### config.mk
export PLATFORM = sky130hd
export DESIGN_NAME = fetch_unit_flat
export DESIGN_NICKNAME = d
export VERILOG_FILES = /design/src/rtl/fetch_unit_if.sv /design/src/rtl/fetch_unit.sv /design/src/flat_wrapper.sv
export SDC_FILE = /design/constraint.sdc
export NUM_CORES = 1
export LEC_CHECK = 0
export ABC_CLOCK_PERIOD_IN_PS = 3400
export BUFFER_PORTS_ARGS = -buffer_cell sky130_fd_sc_hd__clkbuf_2
export CORE_MARGIN = 3
export CORE_UTILIZATION = 55
export CTS_CLUSTER_DIAMETER = 150
export CTS_CLUSTER_SIZE = 16
export DETAILED_ROUTE_END_ITERATION = 12
export PLACE_DENSITY = 0.8
export SETUP_SLACK_MARGIN = 0.15
export SLEW_MARGIN = 10
export SYNTH_ARGS = -nofsm -noshare
export SYNTH_HDL_FRONTEND = slang
export SYNTH_SLANG_ARGS = --single-unit
### constraint.sdc
create_clock -name clk -period 3.4 [get_ports clk]
set_input_delay 0.34 -clock clk [delete_from_list [all_inputs] [get_ports clk]]
set_output_delay 0.34 -clock clk [all_outputs]
set_load 0.03 [all_outputs]
### src/rtl/fetch_unit_if.sv
// Instruction-memory bus between the fetch stage (master) and instruction memory (slave).
// Requests use a valid/ready handshake; responses are in order with no backpressure.
interface fetch_unit_if #(
  parameter int XLEN = 32
);
  logic            imem_req_valid;
  logic            imem_req_ready;
  logic [XLEN-1:0] imem_req_addr;
  logic            imem_rsp_valid;
  logic [31:0]     imem_rsp_data;

  modport master (
    output imem_req_valid,
    output imem_req_addr,
    input  imem_req_ready,
    input  imem_rsp_valid,
    input  imem_rsp_data
  );

  modport slave (
    input  imem_req_valid,
    input  imem_req_addr,
    output imem_req_ready,
    output imem_rsp_valid,
    output imem_rsp_data
  );
endinterface

### src/rtl/fetch_unit.sv
// Instruction fetch: PC, credit-limited in-order imem requests, instruction FIFO, redirect flush.
// Optional FETCH_MISALIGN_CHECK_EN: misaligned redirects halt fetch and raise fetch_misaligned.
module fetch_unit #(
  parameter int              XLEN       = 32,
  parameter logic [XLEN-1:0] RESET_PC   = '0,
  parameter int              FIFO_DEPTH = 2
) (
  input  logic            clk,
  input  logic            rst_n,
  fetch_unit_if.master    imem,
  input  logic            redirect_valid,
  input  logic [XLEN-1:0] redirect_pc,
  output logic            if_valid,
  input  logic            if_ready,
  output logic [31:0]     if_instr,
  output logic [XLEN-1:0] if_pc,
  output logic [6:0]      if_opcode,
  output logic [2:0]      if_funct3,
  output logic [6:0]      if_funct7
`ifdef FETCH_MISALIGN_CHECK_EN
  ,
  output logic            fetch_misaligned
`endif
);

  localparam int PW = $clog2(FIFO_DEPTH);
  localparam int CW = PW + 1;

  logic [XLEN-1:0] pc_q, pc_d;
  logic [XLEN-1:0] rsp_pc_q, rsp_pc_d;
  logic [CW-1:0]   outstanding_q, outstanding_d;
  logic [CW-1:0]   drop_cnt_q, drop_cnt_d;
  logic [CW-1:0]   count_q, count_d;
  logic [PW-1:0]   rd_ptr_q, rd_ptr_d;
  logic [PW-1:0]   wr_ptr_q, wr_ptr_d;

  logic [XLEN-1:0] pc_mem    [FIFO_DEPTH];
  logic [31:0]     instr_mem [FIFO_DEPTH];

  logic            halted;
  logic [XLEN-1:0] redirect_target;
  logic            credit_ok;
  logic            req_fire;
  logic            rsp_drop;
  logic            push;
  logic            pop;

`ifdef FETCH_MISALIGN_CHECK_EN
  typedef enum logic {ST_RUN, ST_HALT} state_e;

  state_e state_q;
  logic   misaligned_q;

  always_ff @(posedge clk or negedge rst_n) begin
    if (!rst_n) begin
      state_q      <= ST_RUN;
      misaligned_q <= 1'b0;
    end else if (redirect_valid) begin
      if (redirect_pc[1:0] != 2'b00) begin
        state_q      <= ST_HALT;
        misaligned_q <= 1'b1;
      end else begin
        state_q      <= ST_RUN;
        misaligned_q <= 1'b0;
      end
    end
  end

  assign halted           = (state_q == ST_HALT);
  assign fetch_misaligned = misaligned_q;
  assign redirect_target  = redirect_pc;
`else
  assign halted          = 1'b0;
  assign redirect_target = redirect_pc & ~XLEN'(3);
`endif

  // Responses already owed plus buffered words never exceed the FIFO, so a response always fits.
  assign credit_ok = ({1'b0, outstanding_q} + {1'b0, count_q}) < (CW + 1)'(FIFO_DEPTH);

  assign imem.imem_req_valid = rst_n && !redirect_valid && !halted && credit_ok;
  assign imem.imem_req_addr  = pc_q;

  assign req_fire = imem.imem_req_valid && imem.imem_req_ready;
  assign rsp_drop = (drop_cnt_q != '0);
  assign push     = imem.imem_rsp_valid && !redirect_valid && !rsp_drop && !halted;
  assign pop      = if_valid && if_ready && !redirect_valid;

  always_comb begin
    // NOTE: every next-state value gets a default first so no path leaves it unassigned (no latch).
    pc_d          = pc_q;
    rsp_pc_d      = rsp_pc_q;
    drop_cnt_d    = drop_cnt_q;
    outstanding_d = outstanding_q + CW'(req_fire) - CW'(imem.imem_rsp_valid);
    count_d       = count_q + CW'(push) - CW'(pop);
    rd_ptr_d      = rd_ptr_q + PW'(pop);
    wr_ptr_d      = wr_ptr_q + PW'(push);

    if (req_fire)                          pc_d       = pc_q + XLEN'(4);
    if (imem.imem_rsp_valid && rsp_drop)   drop_cnt_d = drop_cnt_q - CW'(1);
    if (push)                              rsp_pc_d   = rsp_pc_q + XLEN'(4);

    // Redirect overrides everything: no request was issued, so every owed response is wrong-path.
    if (redirect_valid) begin
      pc_d       = redirect_target;
      rsp_pc_d   = redirect_target;
      drop_cnt_d = outstanding_q - CW'(imem.imem_rsp_valid);
      count_d    = '0;
      rd_ptr_d   = '0;
      wr_ptr_d   = '0;
    end
  end

  always_ff @(posedge clk or negedge rst_n) begin
    // NOTE: sequential state uses non-blocking assignments only; the comb block above uses blocking.
    if (!rst_n) begin
      pc_q          <= RESET_PC;
      rsp_pc_q      <= RESET_PC;
      outstanding_q <= '0;
      drop_cnt_q    <= '0;
      count_q       <= '0;
      rd_ptr_q      <= '0;
      wr_ptr_q      <= '0;
    end else begin
      pc_q          <= pc_d;
      rsp_pc_q      <= rsp_pc_d;
      outstanding_q <= outstanding_d;
      drop_cnt_q    <= drop_cnt_d;
      count_q       <= count_d;
      rd_ptr_q      <= rd_ptr_d;
      wr_ptr_q      <= wr_ptr_d;
    end
  end

  // NOTE: buffer storage is deliberately not reset; outputs are forced to zero while it is empty.
  always_ff @(posedge clk) begin
    if (push) begin
      pc_mem[wr_ptr_q]    <= rsp_pc_q;
      instr_mem[wr_ptr_q] <= imem.imem_rsp_data;
    end
  end

  assign if_valid  = (count_q != '0);
  assign if_instr  = if_valid ? instr_mem[rd_ptr_q] : '0;
  assign if_pc     = if_valid ? pc_mem[rd_ptr_q]    : '0;
  assign if_opcode = if_instr[6:0];
  assign if_funct3 = if_instr[14:12];
  assign if_funct7 = if_instr[31:25];

endmodule

### src/flat_wrapper.sv
// flat-port wrapper written by rule: the top's interface ports become plain ports
module fetch_unit_flat 
#(
  parameter int              XLEN       = 32,
  parameter logic [XLEN-1:0] RESET_PC   = '0,
  parameter int              FIFO_DEPTH = 2
)
  (clk, rst_n, redirect_valid, redirect_pc, if_valid, if_ready, if_instr, if_pc, if_opcode, if_funct3, if_funct7, imem_imem_req_valid, imem_imem_req_addr, imem_imem_req_ready, imem_imem_rsp_valid, imem_imem_rsp_data);
  fetch_unit_if #(.XLEN(XLEN)) imem_i ();
  input  logic clk;
  input  logic rst_n;
  input  logic redirect_valid;
  input  logic [XLEN-1:0] redirect_pc;
  output logic if_valid;
  input  logic if_ready;
  output logic [31:0] if_instr;
  output logic [XLEN-1:0] if_pc;
  output logic [6:0] if_opcode;
  output logic [2:0] if_funct3;
  output logic [6:0] if_funct7;
  output wire logic [$bits(imem_i.imem_req_valid)-1:0] imem_imem_req_valid;
  output wire logic [$bits(imem_i.imem_req_addr)-1:0] imem_imem_req_addr;
  input wire logic [$bits(imem_i.imem_req_ready)-1:0] imem_imem_req_ready;
  input wire logic [$bits(imem_i.imem_rsp_valid)-1:0] imem_imem_rsp_valid;
  input wire logic [$bits(imem_i.imem_rsp_data)-1:0] imem_imem_rsp_data;
  assign imem_imem_req_valid = imem_i.imem_req_valid;
  assign imem_imem_req_addr = imem_i.imem_req_addr;
  assign imem_i.imem_req_ready = imem_imem_req_ready;
  assign imem_i.imem_rsp_valid = imem_imem_rsp_valid;
  assign imem_i.imem_rsp_data = imem_imem_rsp_data;
  fetch_unit #(.XLEN(XLEN), .RESET_PC(RESET_PC), .FIFO_DEPTH(FIFO_DEPTH)) u_core (.clk(clk), .rst_n(rst_n), .imem(imem_i), .redirect_valid(redirect_valid), .redirect_pc(redirect_pc), .if_valid(if_valid), .if_ready(if_ready), .if_instr(if_instr), .if_pc(if_pc), .if_opcode(if_opcode), .if_funct3(if_funct3), .if_funct7(if_funct7));
endmodule
==> impl_results.md <==
- Status: finished, final reports clean
- Initial antenna violation count: 0
- Cts hold-fix bufs: 0
- RR Endpoint: u_core.imem.imem_req_addr[26]
- Crit path max-delay family: simple AND/OR/NAND/NOR gates
- Final hold violations: 0
- Rows: 45
- Clock root cell: clkbuf_16
- Port buffer count: 178
- Hold depth: 1
- Pin count of the biggest net entering global routing: 69
- Final net count: 976
- Worst VDD drop: 387 uV
- Area contributors post-synth: edfxtp_1, dfrtp_1, mux2i_1
- Startpoint Class: flip-flop
- Clk_lat worst skew: 420 ps
- Worst hold path class: input pin to flip-flop
- CTS tree: done
- Kind of critical path: flip-flop to flip-flop
- Initial Utilization: 0.574
- Skew final: 7.59 ps
- H-tree levels: 4
- Via count: about 6600
- Cells after Synth: 742
- Setup ws final: 461 ps
- Tightest Pin Transition: 892 ps
- First-pass GRT wire length: 32.0 mm
- Die Y-Extent: 133 um
- Synth Cell Area: a little under 0.009 mm2
- Crit path buf inv count: 2
- Worst path max stage delay: 590 ps
- Reg2Reg Depth: 8
- Vias in the first global route: 6065
- Post-synthesis sequential area ratio: 0.608
- Area of the core: 0.0155 mm2
- DP HPWL: around 14 mm
- Crit share post-route: 0.864
- Worst path cell trace: inv_1, nor2_1, fa_1, or4b_4, clkinv_4, nand4_1, or2_2, o311ai_1
- Crit Path Max Fanout: 11
- GRT Total Usage: 0.226
- GRT Residual Overflow: 0
- Area of the multi-input gates: 0.00313 mm2
- Clock Sinks: 192
- Clock transition at path regs: 70 ps
- Flop-to-flop setup slack: 460 ps
- Routed Antenna Nets: 0
- DRC: 0
- Fmax: 340 MHz
- Post-layout min period: 2940 ps
- Register area: 0.00543 mm2
- RSZ-0062 raised after global routing: false
- Cell Pwr Density: 652 mW/mm2
- Hold_sp: imem_imem_rsp_data[2]
- Final setup viols: 0
- Commonest cells post-synth: edfxtp_1, nor2_1, dfrtp_1
- Total power: between 6 and 7 mW
- CP required: 3730 ps
- Relative slew slack: 0.405
- Initial DRC count: 473
- Fraction of registers with async set/reset: 0.354
- Clk buf depth: 2
- Synthesized flop and latch total: 192
- Hold Crit Endpoint: u_core.instr_mem[1][2]
- Slowest-stage cell, CP: or4b_4
- RR Startpoint: u_core.count_q[0]
- Setup Buffers After CTS: 0
- Vias per cell: slightly below 6
- Die W: around 130 um
- Number of max-cap violations: 0
- Total CTS buffers: 17
- Synth area leader: edfxtp_1
- Util after Layout: 0.677
- Dpl cell area: 0.00991 mm2
- Crit. End Element: flip-flop
- Fill cells: 1157
- TNS Setup: 0 ps
- Final GP Congestion: 0.920
- Share of the synthesized area in the top cell type: 0.417
- Max-slew violations: 0
- Die ar.: 0.0178 mm2
- Unique masters post-synth: 59
- Most frequent cell after synthesis: edfxtp_1
- Total iterations of the first detailed-routing run: 5
- EDFF count, synth: 124
- Warnings from Yosys: 0
- Area Growth Syn to Fin: 17.9%
- Arr. time, crit path: 3270 ps
- Final instance area: 0.0105 mm2
- Top Ports: ~190
- WL final: 20.0 mm
- Critical Path Start: u_core.count_q[0]
- Placement Setup Slack: 449 ps
- Syn Area/Cell: 12.0 um2
- Diode count: 0
- Main synth FF type: edfxtp_1
- Leakage: just over 4 nW
- Wire length per cell: roughly 18 um
- Post-cts resize count: 0
- Layout cell share with drive strength beyond 1: 0.259
kinds of logic (layout without fill, tap and decap cells):
group           after synthesis  after routing  synth area share
simple gates                276            276             0.157
xor+xnor                     18             18            0.0177
other cells                   1              4          0.000420
flops                       192            192             0.608
compound gates               98             98            0.0788
buf+inv                      77            240            0.0440
fa+ha+maj                    10             10            0.0149
mux                          70             70            0.0791
flip-flops by register name, indices dropped and copies added (netlist names):
register and cells:
u_core.count_q 2, u_core.drop_cnt_q 2, u_core.imem.imem_req_addr 30, u_core.instr_mem 64, u_core.outstanding_q 2, u_core.pc_mem 60
u_core.rd_ptr_q 1, u_core.rsp_pc_q 30, u_core.wr_ptr_q 1
power by group:
| group | internal, mW | total, mW | switching [mW] |
|---|---|---|---|
| logic | 0.571 | 1.83 | 1.26 |
| clock network | 1.23 | 2.08 | 0.846 |
| registers | 2.73 | 2.96 | 0.228 |
| total | 4.53 | 6.86 | 2.33 |
through the flow:
stage,instances,hold slack (ps)
global route,1119,88.8
CTS,1119,88.2
global placement,1088,487
finish,1119,105
detailed placement,1088,493
floorplan,745,44.4
cells in the final DEF, fill, tap and decap left out, drive strengths merged, types with 11 or more instances in the layout:
cell / count
inv: 22
clkbuf: 195
o31ai: 11
nor2: 97
edfxtp: 124
and3: 11
or4: 20
o21ai: 13
xnor2: 12
mux2i: 66
a31oi: 19
nor3: 12
dfrtp: 68
nand4: 21
buf: 11
o311ai: 13
nand3: 30
nand2: 49
area by class of cell:
| cell class | count | area share |
|---|---|---|
| inverter | 21 | 0.00796 |
| multi-input combinational | 476 | 0.297 |
| tap | 211 | 0.0251 |
| sequential | 192 | 0.516 |
| timing repair buffer | 188 | 0.0953 |
| clock inverter | 13 | 0.0177 |
| clock buffer | 18 | 0.0408 |
how the worst max path moves through the flow:
stage,endpoint,cells past startpoint
6_report,u_core.imem.imem_req_addr[26],8
5_1_grt,u_core.imem.imem_req_addr[26],8
4_1_cts,u_core.imem.imem_req_addr[26],8
3_5_place_dp,u_core.imem.imem_req_addr[26],8
3_3_place_gp,u_core.imem.imem_req_addr[26],8
2_1_floorplan,u_core.instr_mem[1][0],5
layer usage:
layer	vias to the layer above	routed length (um)	global-route usage
li1	3071	-	-
met1	3138	8860	0.326
met2	329	9070	0.350
met3	26	1740	0.0480
met4	0	329	0.0697
met5	-	0	0
Note: power is estimated with default switching activity, not from simulation.
